File: config.mk
export PLATFORM = sky130hd
export DESIGN_NAME = fxp_add_sched
export DESIGN_NICKNAME = d
export VERILOG_FILES = /design/src/rtl/fxp_pkg.sv /design/src/rtl/fxp_sat_add.sv /design/src/rtl/fxp_add_sched.sv
export SDC_FILE = /design/constraint.sdc
export NUM_CORES = 1
export LEC_CHECK = 0
export ABC_AREA = 1
export BUFFER_PORTS_ARGS = -buffer_cell sky130_fd_sc_hd__buf_2
export CORE_MARGIN = 8
export CORE_UTILIZATION = 48
export DETAILED_ROUTE_END_ITERATION = 10
export PLACE_DENSITY = 0.85
export SLEW_MARGIN = 0
export SYNTH_ARGS = -nofsm -noshare
export SYNTH_HDL_FRONTEND = slang
export SYNTH_SLANG_ARGS = --single-unit
File: constraint.sdc
create_clock -name clk -period 2.25 [get_ports clk]
set_input_delay 0.225 -clock clk [delete_from_list [all_inputs] [get_ports clk]]
set_output_delay 0.225 -clock clk [all_outputs]
set_load 0.01 [all_outputs]
File: src/rtl/fxp_pkg.sv
// fxp_pkg: shared constants and record types for the fixed-point add scheduler.
//   FXP_I_BITS / FXP_F_BITS : default integer / fraction split (Q2.14).
//   FXP_W                   : default data width.
//   FXP_ID_W                : requester-id width able to hold up to 16 requesters.
//   fxp_req_t               : one issued operation {a, b, is_signed, id}.
//   fxp_res_t               : one delivered result {c, ovf, id}.
package fxp_pkg;

  localparam int FXP_I_BITS = 2;
  localparam int FXP_F_BITS = 14;
  localparam int FXP_W      = FXP_I_BITS + FXP_F_BITS;
  localparam int FXP_ID_W   = 4;

  typedef struct packed {
    logic [FXP_W-1:0]    a;
    logic [FXP_W-1:0]    b;
    logic                is_signed;
    logic [FXP_ID_W-1:0] id;
  } fxp_req_t;

  typedef struct packed {
    logic [FXP_W-1:0]    c;
    logic                ovf;
    logic [FXP_ID_W-1:0] id;
  } fxp_res_t;

endpackage

File: src/rtl/fxp_sat_add.sv
// fxp_sat_add: combinational saturating fixed-point adder.
//   a, b      in  W  operands (same Q format)
//   is_signed in  1  1 = two's-complement add, 0 = unsigned add
//   c         out W  sum, clamped to the representable range
//   ovf       out 1  the true sum did not fit and c was clamped
module fxp_sat_add
  import fxp_pkg::*;
#(
  parameter int I_BITS = FXP_I_BITS,
  parameter int F_BITS = FXP_F_BITS
) (
  input  logic [I_BITS+F_BITS-1:0] a,
  input  logic [I_BITS+F_BITS-1:0] b,
  input  logic                     is_signed,
  output logic [I_BITS+F_BITS-1:0] c,
  output logic                     ovf
);

  localparam int W = I_BITS + F_BITS;

  logic [W:0] sum_s;
  logic [W:0] sum_u;

  always_comb begin
    sum_s = {a[W-1], a} + {b[W-1], b};
    sum_u = {1'b0, a} + {1'b0, b};
    c     = sum_u[W-1:0];
    ovf   = 1'b0;
    if (is_signed) begin
      c = sum_s[W-1:0];
      // Sign of the W+1-bit sum disagrees with the W-bit sign: out of range.
      // sum_s[W] is the true sign and picks the clamp direction.
      if (sum_s[W] != sum_s[W-1]) begin
        ovf = 1'b1;
        c   = sum_s[W] ? {1'b1, {(W-1){1'b0}}} : {1'b0, {(W-1){1'b1}}};
      end
    end else if (sum_u[W]) begin
      ovf = 1'b1;
      c   = '1;
    end
  end

endmodule

File: src/rtl/fxp_add_sched.sv
// fxp_add_sched: round-robin sharing of one saturating adder among N_REQ
// requesters, through a two-register pipeline (S1 operands, S2 result).
//   clk, rst_n            clock, asynchronous active-low reset
//   req_valid/req_ready   per-requester handshake (ready is one-hot or zero)
//   req_a/req_b           packed operands, requester i at [i*W +: W]
//   req_signed            per-requester add mode
//   res_valid/res_ready   result handshake, res_* driven straight from S2
//   res_c/res_ovf/res_id  saturated sum, clamp flag, issuing requester
//   cnt_clr               synchronous clear of ovf_cnt (wins over increment)
//   ovf_cnt               saturating count of delivered overflowed results
module fxp_add_sched
  import fxp_pkg::*;
#(
  parameter int  N_REQ  = 4,
  parameter int  I_BITS = FXP_I_BITS,
  parameter int  F_BITS = FXP_F_BITS,
  parameter int  CNT_W  = 16,
  localparam int W      = I_BITS + F_BITS,
  localparam int ID_W   = $clog2(N_REQ)
) (
  input  logic               clk,
  input  logic               rst_n,
  input  logic [N_REQ-1:0]   req_valid,
  output logic [N_REQ-1:0]   req_ready,
  input  logic [N_REQ*W-1:0] req_a,
  input  logic [N_REQ*W-1:0] req_b,
  input  logic [N_REQ-1:0]   req_signed,
  output logic               res_valid,
  input  logic               res_ready,
  output logic [W-1:0]       res_c,
  output logic               res_ovf,
  output logic [ID_W-1:0]    res_id,
  input  logic               cnt_clr,
  output logic [CNT_W-1:0]   ovf_cnt
);

  logic            s1_v_q,   s1_v_d;
  logic [W-1:0]    s1_a_q,   s1_a_d;
  logic [W-1:0]    s1_b_q,   s1_b_d;
  logic            s1_sgn_q, s1_sgn_d;
  logic [ID_W-1:0] s1_id_q,  s1_id_d;
  logic            s2_v_q,   s2_v_d;
  logic [W-1:0]    s2_c_q,   s2_c_d;
  logic            s2_ovf_q, s2_ovf_d;
  logic [ID_W-1:0] s2_id_q,  s2_id_d;
  logic [ID_W-1:0] ptr_q,    ptr_d;
  logic [CNT_W-1:0] ovf_cnt_q, ovf_cnt_d;

  logic            grant_found;
  logic [ID_W-1:0] grant_idx;
  logic            s2_load;
  logic            s1_can_take;
  logic            accept;
  logic [W-1:0]    add_c;
  logic            add_ovf;
  logic [W-1:0]    a_arr [N_REQ];
  logic [W-1:0]    b_arr [N_REQ];

  assign s2_load     = s1_v_q && (!s2_v_q || res_ready);
  assign s1_can_take = !s1_v_q || s2_load;
  assign accept      = s1_can_take && grant_found;

  genvar gi;
  generate
    for (gi = 0; gi < N_REQ; gi++) begin : g_req
      assign a_arr[gi]     = req_a[gi*W +: W];
      assign b_arr[gi]     = req_b[gi*W +: W];
      assign req_ready[gi] = accept && (grant_idx == ID_W'(gi));
    end
  endgenerate

  // First valid requester at or after ptr, wrapping past N_REQ-1 to 0.
  always_comb begin
    logic [ID_W:0] pos;
    grant_found = 1'b0;
    grant_idx   = '0;
    pos         = '0;
    for (int k = 0; k < N_REQ; k++) begin
      pos = {1'b0, ptr_q} + (ID_W+1)'(k);
      if (pos >= (ID_W+1)'(N_REQ)) pos = pos - (ID_W+1)'(N_REQ);
      if (!grant_found && req_valid[pos[ID_W-1:0]]) begin
        grant_found = 1'b1;
        grant_idx   = pos[ID_W-1:0];
      end
    end
  end

  fxp_sat_add #(.I_BITS(I_BITS), .F_BITS(F_BITS)) u_add (
    .a         (s1_a_q),
    .b         (s1_b_q),
    .is_signed (s1_sgn_q),
    .c         (add_c),
    .ovf       (add_ovf)
  );

  always_comb begin
    s1_v_d    = s1_v_q;
    s1_a_d    = s1_a_q;
    s1_b_d    = s1_b_q;
    s1_sgn_d  = s1_sgn_q;
    s1_id_d   = s1_id_q;
    s2_v_d    = s2_v_q;
    s2_c_d    = s2_c_q;
    s2_ovf_d  = s2_ovf_q;
    s2_id_d   = s2_id_q;
    ptr_d     = ptr_q;
    ovf_cnt_d = ovf_cnt_q;

    if (s1_can_take) s1_v_d = accept;
    if (accept) begin
      s1_a_d   = a_arr[grant_idx];
      s1_b_d   = b_arr[grant_idx];
      s1_sgn_d = req_signed[grant_idx];
      s1_id_d  = grant_idx;
      ptr_d    = (grant_idx == ID_W'(N_REQ-1)) ? '0 : grant_idx + ID_W'(1);
    end

    // S2 payload only changes on a load, so a stalled result stays put.
    if (s2_load) begin
      s2_v_d   = 1'b1;
      s2_c_d   = add_c;
      s2_ovf_d = add_ovf;
      s2_id_d  = s1_id_q;
    end else if (res_ready) begin
      s2_v_d = 1'b0;
    end

    if (cnt_clr) begin
      ovf_cnt_d = '0;
    end else if (s2_v_q && res_ready && s2_ovf_q && (ovf_cnt_q != '1)) begin
      ovf_cnt_d = ovf_cnt_q + CNT_W'(1);
    end
  end

  always_ff @(posedge clk or negedge rst_n) begin
    if (!rst_n) begin
      s1_v_q    <= 1'b0;
      s1_a_q    <= '0;
      s1_b_q    <= '0;
      s1_sgn_q  <= 1'b0;
      s1_id_q   <= '0;
      s2_v_q    <= 1'b0;
      s2_c_q    <= '0;
      s2_ovf_q  <= 1'b0;
      s2_id_q   <= '0;
      ptr_q     <= '0;
      ovf_cnt_q <= '0;
    end else begin
      s1_v_q    <= s1_v_d;
      s1_a_q    <= s1_a_d;
      s1_b_q    <= s1_b_d;
      s1_sgn_q  <= s1_sgn_d;
      s1_id_q   <= s1_id_d;
      s2_v_q    <= s2_v_d;
      s2_c_q    <= s2_c_d;
      s2_ovf_q  <= s2_ovf_d;
      s2_id_q   <= s2_id_d;
      ptr_q     <= ptr_d;
      ovf_cnt_q <= ovf_cnt_d;
    end
  end

  assign res_valid = s2_v_q;
  assign res_c     = s2_c_q;
  assign res_ovf   = s2_ovf_q;
  assign res_id    = s2_id_q;
  assign ovf_cnt   = ovf_cnt_q;

endmodule
# Yosys cells after proc, flatten, opt, wreduce, memory -nomap -nowiden
# Index checks and enable logic that the tools add are counted.
# totals
reg_bits	74
input_bits	140
wordCells	100
# classes
mux	40
add_sub_neg	11
bitwise	1
n_reduce_logical	22
eq_ne	5
order_cmp	10
# ops
op	count
$mux 16	10
$bmux 16 s2	2
$add 16x16->17	2
$mux 2	9
$add 16x1->16 const B	1
$ne 16x16->1 const B	1
$lt 2x3->1 const B	5
$mux 1	14
$ge 3x3->1 const B	4
$logic_and 1x1->1	12
$bmux 1 s2	5
$sub 2x1->2 const B	4
$add 2x2->3 const B	2
$logic_not 1->1	5
$eq 2x2->1 const B	2
$reduce_bool 2->1	2
$add 2x1->3 const B	1
$ge 2x3->1 const B	1
$not 2->3	1
$add 2x1->2 const B	1
$eq 2x1->1 const B	1
$logic_not 2->1	1
$logic_or 1x1->1	2
$ne 1x1->1	1

# Depth between registers and ports, before layout
# Gate-level depths: netlist of the first run.
# depth
ltp_word	18
ltp_mapped	16
depth_no_buf	16

# By module
# Synthesis of the first run repeated with hierarchy kept, for this count alone.
# unflattened
hier_cells	843
hier_area_um2	5765.5
# by_module_without_submodules
module	n_inst	area_per_inst_um2	seq_area_each_um2	cells_each
fxp_add_sched	1	4659.5	1851.8	646
fxp_sat_add	1	1106.1	0.0	197

# Least setup slack after synthesis of the first run
# Ideal clock, no wire load.
# synth_path
kind	register to register
start	register s1_a_q[0]
end	register s2_c_q[2], in the netlist res_c[2]
t_arrival_ns	2.101
path_stages_with_launch	16
slack_ns	0.027
cell_sequence	dfrtp_1 -> ha_1 -> fa_1 -> nand2_1 -> nand2_1 -> nand3_1 -> nand2_1 -> nand2_1 -> nand2_1 -> nand2_1 -> nand2_1 -> nand2_1 -> nor2_1 -> nor2_2 -> buf_6 -> a21oi_1
# synth_via
elab_chain_len	4
# synth_rtl
element	line_no	text
start, declared	fxp_add_sched.sv:38	logic [W-1:0] s1_a_q, s1_a_d;
start signal, assigned	fxp_add_sched.sv:138	s1_a_q <= '0;
start signal, assigned	fxp_add_sched.sv:150	s1_a_q <= s1_a_d;
$add 16x16->17	fxp_sat_add.sv:25	sum_s = {a[W-1], a} + {b[W-1], b};
$mux 16 or $ne 1x1->1 (tied branches)	fxp_sat_add.sv:35, fxp_sat_add.sv:33	
$mux 16	fxp_sat_add.sv:33	if (sum_s[W] != sum_s[W-1]) begin
$mux 16 (*)	fxp_sat_add.sv:29	if (is_signed) begin
end signal, assigned	fxp_add_sched.sv:143	s2_c_q <= '0;
end signal, assigned	fxp_add_sched.sv:155	s2_c_q <= s2_c_d;
end, declared	fxp_add_sched.sv:43	logic [W-1:0] s2_c_q, s2_c_d;
# Every way passes the cells marked *; elsewhere a longest branch is shown, timed or not.
# A chain may end at the register's enable or synchronous reset.

# Worst setup path in the final report of the first run
# layout_path
start	register ptr_q[0]
end	output req_ready[1]
# layout_via
elab_chain_len	16
# layout_rtl
element	line_no	text
start, declared	fxp_add_sched.sv:46	logic [ID_W-1:0] ptr_q, ptr_d;
start signal, assigned	fxp_add_sched.sv:158	ptr_q <= ptr_d;
parallel branches: the longest is 13 deep, another holds $add 2x1->3	-	
$mux 2 (*)	fxp_add_sched.sv:81	if (!grant_found && req_valid[pos[ID_W-1:0]]) begin
net grant_idx[0]	fxp_add_sched.sv:50	logic [ID_W-1:0] grant_idx;
$eq 2x1->1 (*)	fxp_add_sched.sv:68	assign req_ready[gi] = accept && (grant_idx == ID_W'(gi));
$logic_and 1x1->1 (*)	fxp_add_sched.sv:68	
end, declared	fxp_add_sched.sv:24	output logic [N_REQ-1:0] req_ready,
# Mark *: on every way through the listed nets, which the timed path passes. The select of a mux whose other input is x is not followed.

==> run metrics, run 1 <==
status=finished, violations left; failing checks=setup timing; Cell Pwr Density=1970 mW/mm^2; Post-synth EDFFs=0; GR Util All Layers=20.8%; crit path max fanout=6; DIE HEIGHT=126 um; Via Count=6194; layout cells sized above 1=31.8%; Worst Hold Path EP=ovf_cnt[0]$_DFFE_PN0P_; row cnt=40; hold path depth=2; register area share after synthesis=approximately a third; largest net degree at the start of global routing=54; Crit Path Category=reg2out; Yosys top cell area share=31.8%; placed cells=about 1.2k; I/O pin count=180; hold_sp=cnt_clr; worst-margin pin slew=0.460 ns; fin crit share=104%; Setup WS pre-CTS=-0.0167 ns; xor/xnor share of the synthesized area=1.95%; clock sink total=74; routed length per instance=approximately 15 um; Max-Cap Viols=0; Synth Register Bits=74; top cells by area, synth=dfrtp_1 32%, nand2_1 16%, nand3_1 10%; post-route cell area=0.00782 sq mm; PortBufs=179; initial antenna violation count=0; Worst R2R Start=ptr_q[0]$_DFFE_PN0P_; Routed Antenna Nets=0; post-route DRC violation count=0; Max VDD drop=0.967 mV; vias in the first global route=5840; Total Die Area=approximately 0.016 sq mm; Compound-Gate Fraction of Synth Area=10.6%; Layout area overhead=34.2%; syn nets=between 1k and 1.5k; CTS Buf Count=9; Die W=126 um; worst min path class=in2reg; first-pass GRT wire length=27300 um; FF-to-FF End=s1_b_q[9]$_DFFE_PN0P_; Netlist Area Pre-Place=0.00583 sq mm; Clock Skews=0.0118 ns; async set-or-reset flop fraction in the synthesized netlist=100%; crit path capture type=output pin; fin util=approximately two thirds; most frequent cells in the layout=229 x nand2_1, 178 x buf_2, 125 x inv_1, 113 x nand3_1, 72 x dfrtp_1; Slew Viols, Final=0; routed wire length=18000 um; final worst slack=-0.0810 ns; Post-Syn Area per Cell=between 6 and 7 sq um; Warnings, synthesis=0; Fill cells=between 1k and 1.5k; Clk Latency, worst-skew pair=roughly 0.34 ns; Startpoint Class=register; CTS tree=yes; Layout Nets=between 1k and 1.5k; largest family of logic cells by synthesized area=simple AND/OR/NAND/NOR gates; Fin. Hold Viols=0; cell count after synthesis=843; Static Leak=between 4 and 5 nW; worst-case reg-to-reg path depth=16; mux cell area share after synthesis=0%; Final HPWL DP=13000 um; Tmin final=2.33 ns; Via density=5.14; R2R Setup Slk=0 ns; # setup viols final=5; Yosys cell types=45; fmax=between 0.4 and 0.5 GHz; RSZ-0062 raised after global routing=true; Area after DPL=0.00697 sq mm; post-route insts no fill=1206; DR iter-0 viols=about 350; leading cell type in the layout, fill and taps excluded=nand2_1; synthesized-area fraction occupied by adder cells=4.85%; simple-gate portion of the synthesized area=38.1%; Clock Tree Buf Depth=2; top_reg_cell synth=dfrtp_1; antenna fix cells=0; GRT overflow=0; Crit. Startpoint=ptr_q[0]$_DFFE_PN0P_; WP data arrival=~2.1 ns; Yosys top cell by area=dfrtp_1; Core ar.=around 0.012 sq mm; drt first pass iters=5; H-tree levels=3; Clk pin slew, worst setup/hold paths=0.06 ns; CP Data Required Time=2.03 ns; Initial Utilization=48.9%; Slew HR=69.4%; clock root buffer=clkbuf_16; Routability Congestion=0.906
-- worst max-delay path, stage by stage, from the launching register on --
cell and delay, ns:
dfrtp_2 0.46, buf_6 0.16, nand2_4 0.06, nand2_4 0.07, nand2_4 0.07, nand2_4 0.07
nor2_8 0.13, nand2_2 0.09, nand3_4 0.11, nand2_8 0.08, inv_4 0.07, ha_2 0.17
inv_2 0.03, nor2_1 0.08, buf_2 0.13
-- synthesized netlist by cell type (2+ instances only) --
cell type / number
a21oi_1: 39
and2_1: 3
buf_2: 10
buf_4: 8
buf_6: 8
clkbuf_1: 3
dfrtp_1: 74
ha_1: 21
inv_1: 130
inv_2: 4
nand2_1: 243
nand2_2: 5
nand2_4: 2
nand3_1: 117
nand3_4: 2
nand3b_1: 11
nand4_1: 4
nor2_1: 51
nor2_4: 2
nor2_8: 2
nor3_1: 6
nor3b_1: 2
o211ai_1: 7
o211ai_2: 17
o21a_1: 2
o21ai_0: 12
o21ai_2: 2
o21bai_1: 3
o31ai_1: 2
or2_1: 24
or2_2: 2
xnor2_1: 4
xor2_1: 9
-- registers in the layout, summed over array words and instances, names as in the netlist --
signal,count
res_ovf,1
ovf_cnt,16
res_id,2
ptr_q,2
s1_sgn_q,1
s1_v_q,1
res_c,16
s1_b_q,16
s1_a_q,16
s1_id_q,2
res_valid,1
-- per-stage QoR --
stage / power, W / hold slack, ns / TNS [ns]
finish: 0.0154 / 0.141 / -0.286
global placement: 0.0118 / 0.197 / 0
detailed placement: 0.0120 / 0.208 / -0.100
floorplan: 0.00963 / -0.0706 / 0
global route: 0.0168 / 0.153 / -3.50
CTS: 0.0140 / 0.134 / -0.447
-- where the power goes --
group	switching (W)	internal (W)
Sequential	0.000482	0.00197
Clock	0.000552	0.000970
Combinational	0.00667	0.00478
Total	0.00770	0.00772
-- what timing repair did --
item                       4_1_cts  5_1_grt
gates resized for setup         30       49
hold endpoints to repair        33        0
hold buffers                     1        0
setup buffers                   10        9
setup endpoints to repair       19       54
cloned                           0        3
pin swaps                       19       25
-- layout make-up --
cell class | count | area (sq um) | share of cell area [%]
multi-input combinational | 604 | 3540 | 45.3
sequential | 74 | 1850 | 23.7
timing repair buffer | 229 | 1410 | 18.0
inverter | 136 | 518 | 6.62
clock buffer | 11 | 233 | 2.98
tap | 147 | 184 | 2.35
clock inverter | 5 | 78.8 | 1.01
-- metal layers --
layer  global-route usage (%)  vias up  share of wire, %  wire length [um]
met3                     5.70       22               6.5              1170
met2                     34.8      227                49              8800
met1                     26.2     2848                43              7780
met4                     4.60        0               1.4               260
met5                        0        -                 0                 0
li1                         -     3097                 -                 -
-- how the worst max path moves through the flow --
stage                     depth (start not counted)                    to
after floorplan                                  15  res_c[2]$_DFFE_PN0P_
after global placement                           15  res_c[4]$_DFFE_PN0P_
after detailed placement                         15  res_c[1]$_DFFE_PN0P_
after CTS                                        12          req_ready[3]
after global routing                             12          req_ready[1]
final                                            14          req_ready[1]
-- cell families after synthesis --
family                     after synthesis
xor gates and xnor gates                13
adders and majority gates               22
and+or+nand+nor                        481
DFF                                     74
buffers and inverters                  166
AOI/OAI and AO/OA                       87
(Power assumes the default switching activity.)
==> inputs of run 2 (changes only) <==
- CORE_MARGIN: 8 -> 5
==> run 2 against run 1 <==
Compared with the run above:
- the flow still finishes with violations (setup timing)
- global-route usage rose by 2.0 points
- flip-flop and latch count did not move
- clock-buffer cell count did not move
- sequential share of layout area fell by 0.58 points
- power rose by 5.6%
- combinational power rose by 7%
- routed wire length rose by 2.2%
- critical path type unchanged
- cell count rose by 0.25%
- clock skew fell by 0.0016 ns
- first-iteration DRC count rose by 27%
- clock power fell by 4%
==> run metrics, run 2 (synthesized netlist as in run 1, its figures left out) <==
status=finished, violations left (unchanged); failing checks=setup timing (unchanged); Clock Tree Buf Depth=2 (unchanged); post-route DRC violation count=0 (unchanged); worst-margin pin slew=0.491 ns (was 0.460 ns); Initial Utilization=48.7% (was 48.9%); first-pass GRT wire length=27100 um (was 27300 um); fmax=0.410 GHz (was 0.429 GHz); final worst slack=-0.186 ns (was -0.0810 ns); I/O pin count=180 (unchanged); Total Die Area=0.0144 sq mm (was 0.0159 sq mm); Die W=120 um (was 126 um); GRT overflow=0 (unchanged); Max VDD drop=1.04 mV (was 0.967 mV); fin crit share=108% (was 104%); initial antenna violation count=0 (unchanged); clock sink total=74 (unchanged); hold_ws=0.145 ns (was 0.141 ns); # setup viols final=4 (was 5); Final Total Pwr=0.0163 W (was 0.0154 W); crit path capture type=output pin (unchanged); layout cells sized above 1=33.4% (was 31.8%); Clock Skews=0.0102 ns (was 0.0118 ns); post-route cell area=0.00802 sq mm (was 0.00782 sq mm); worst min path class=in2reg (unchanged); DIE HEIGHT=120 um (was 126 um); Area after DPL=0.00692 sq mm (was 0.00697 sq mm); CP Data Required Time=2.03 ns (about the same); row cnt=40 (unchanged); WP data arrival=2.21 ns (was 2.11 ns); crit path max fanout=6 (unchanged); Final HPWL DP=12700 um (was 13000 um); critical path's most frequent cell=inv_2 (was nand2_4); Crit. Startpoint=ptr_q[0]$_DFFE_PN0P_ (unchanged); clock root buffer=clkbuf_16 (unchanged); GR Util All Layers=22.8% (was 20.8%); Routability Congestion=0.930 (was 0.906); routed wire length=18400 um (was 18000 um); Cell Pwr Density=2030 mW/mm^2 (was 1970 mW/mm^2); hold_sp=cnt_clr (unchanged); DR iter-0 viols=442 (was 349); Crit Path Category=reg2out (unchanged); drt first pass iters=5 (unchanged); vias in the first global route=5795 (was 5840); most frequent cells in the layout=224 x nand2_1, 178 x buf_2, 125 x inv_1, 105 x nand3_1, 72 x dfrtp_1 (was 229 x nand2_1, 178 x buf_2, 125 x inv_1, 113 x nand3_1, 72 x dfrtp_1); Slew Viols, Final=0 (unchanged); antenna fix cells=0 (unchanged); routed length per instance=15.2 um (was 14.9 um); RSZ-0062 raised after global routing=true (unchanged); Slew HR=67.3% (was 69.4%); Clk Latency, worst-skew pair=0.33 ns (was 0.34 ns); Critical Path Max Stage Delay=0.48 ns (was 0.46 ns); Via Count=6337 (was 6194); largest net degree at the start of global routing=75 (was 54); Routed Antenna Nets=0 (unchanged); Worst R2R Start=ptr_q[0]$_DFFE_PN0P_ (unchanged); leading cell type in the layout, fill and taps excluded=nand2_1 (unchanged); CTS Buf Count=9 (unchanged); slowest cell on the critical path=dfrtp_2 (unchanged); Fin. Hold Viols=0 (unchanged); Tmin final=2.44 ns (was 2.33 ns); CTS tree=yes (unchanged); Max-Cap Viols=0 (unchanged); PortBufs=179 (unchanged); Clk pin slew, worst setup/hold paths=0.06 ns (about the same); Layout area overhead=37.6% (was 34.2%); Static Leak=4.30 nW (was 4.25 nW); Via density=5.24 (was 5.14); Worst path top cell family by delay=simple AND/OR/NAND/NOR gates (unchanged); Layout Nets=1219 (was 1216); worst path bufs/invs=5 (was 4); H-tree levels=3 (unchanged); Startpoint Class=register (unchanged); critical path, cell by cell=nand2_1, nand2_2, o21ai_2, inv_2, buf_4, nand3_4, nand2_4, nand2_8, inv_6, ha_4, inv_2, nor2_1, buf_2 (was buf_6, nand2_4, nand2_4, nand2_4, nand2_4, nor2_8, nand2_2, nand3_4, nand2_8, inv_4, ha_2, inv_2, nor2_1, buf_2); Core ar.=0.0120 sq mm (was 0.0119 sq mm)
-- run 2: metal layers --
layer | vias up | track usage [%] | routed length [um]
met3 | 33 | 4.07 | 1430
met4 | 0 | 5.73 | 362
met1 | 2879 | 31.4 | 7710
met2 | 310 | 37.3 | 8900
met5 | - | 0 | 0
li1 | 3115 | - | -
-- run 2: area by class of cell --
| cell class | instances | area (sq um) |
|---|---|---|
| Fill cell | 953 | 3940 |
| Multi-Input combinational cell | 605 | 3640 |
| Sequential cell | 74 | 1850 |
| Timing Repair Buffer | 231 | 1520 |
| Inverter | 136 | 518 |
| Clock buffer | 11 | 243 |
| Tap cell | 147 | 184 |
| Clock inverter | 5 | 62.6 |
-- run 2: final timing paths --
kind,slack [ns],cells after the start,end
max,-0.19,13,req_ready[3]
min,0.15,2,ovf_cnt[0]$_DFFE_PN0P_
max reg2reg,0.01,13,s1_a_q[12]$_DFFE_PN0P_
min reg2reg,0.47,2,res_id[0]$_DFFE_PN0P_
max in group asynchronous,1.27,3,ptr_q[1]$_DFFE_PN0P_
min in group asynchronous,0.40,2,ovf_cnt[0]$_DFFE_PN0P_
-- run 2: stage by stage --
| step | utilization, % | TNS, ns | setup slack (ns) | instances |
|---|---|---|---|---|
| after floorplan | - | 0 | 0.0275 | 843 |
| after global placement | 57.9 | 0 | 0.0470 | 1161 |
| after detailed placement | 57.9 | -0.234 | -0.0330 | 1161 |
| after CTS | 62.4 | -1.28 | -0.132 | 1191 |
| after global routing | 67.0 | -2.77 | -0.286 | 1209 |
| final | 67.0 | -0.582 | -0.186 | 1209 |
-- run 2: where the power goes --
| part | switching, W | leakage (nW) | internal [W] | total [W] |
|---|---|---|---|---|
| combinational | 0.00704 | 3.26 | 0.00531 | 0.0123 |
| sequential | 0.000513 | 0.897 | 0.00197 | 0.00248 |
| clock | 0.000569 | 0.142 | 0.000895 | 0.00146 |
-- run 2: timing repair --
item                       in CTS  in global routing
resized for setup              34                 70
hold buffers                    1                  0
cloned                          0                  7
hold endpoints to repair       36                  0
pin swaps                      17                 29
setup endpoints to repair      15                 58
buffers inserted               13                 11
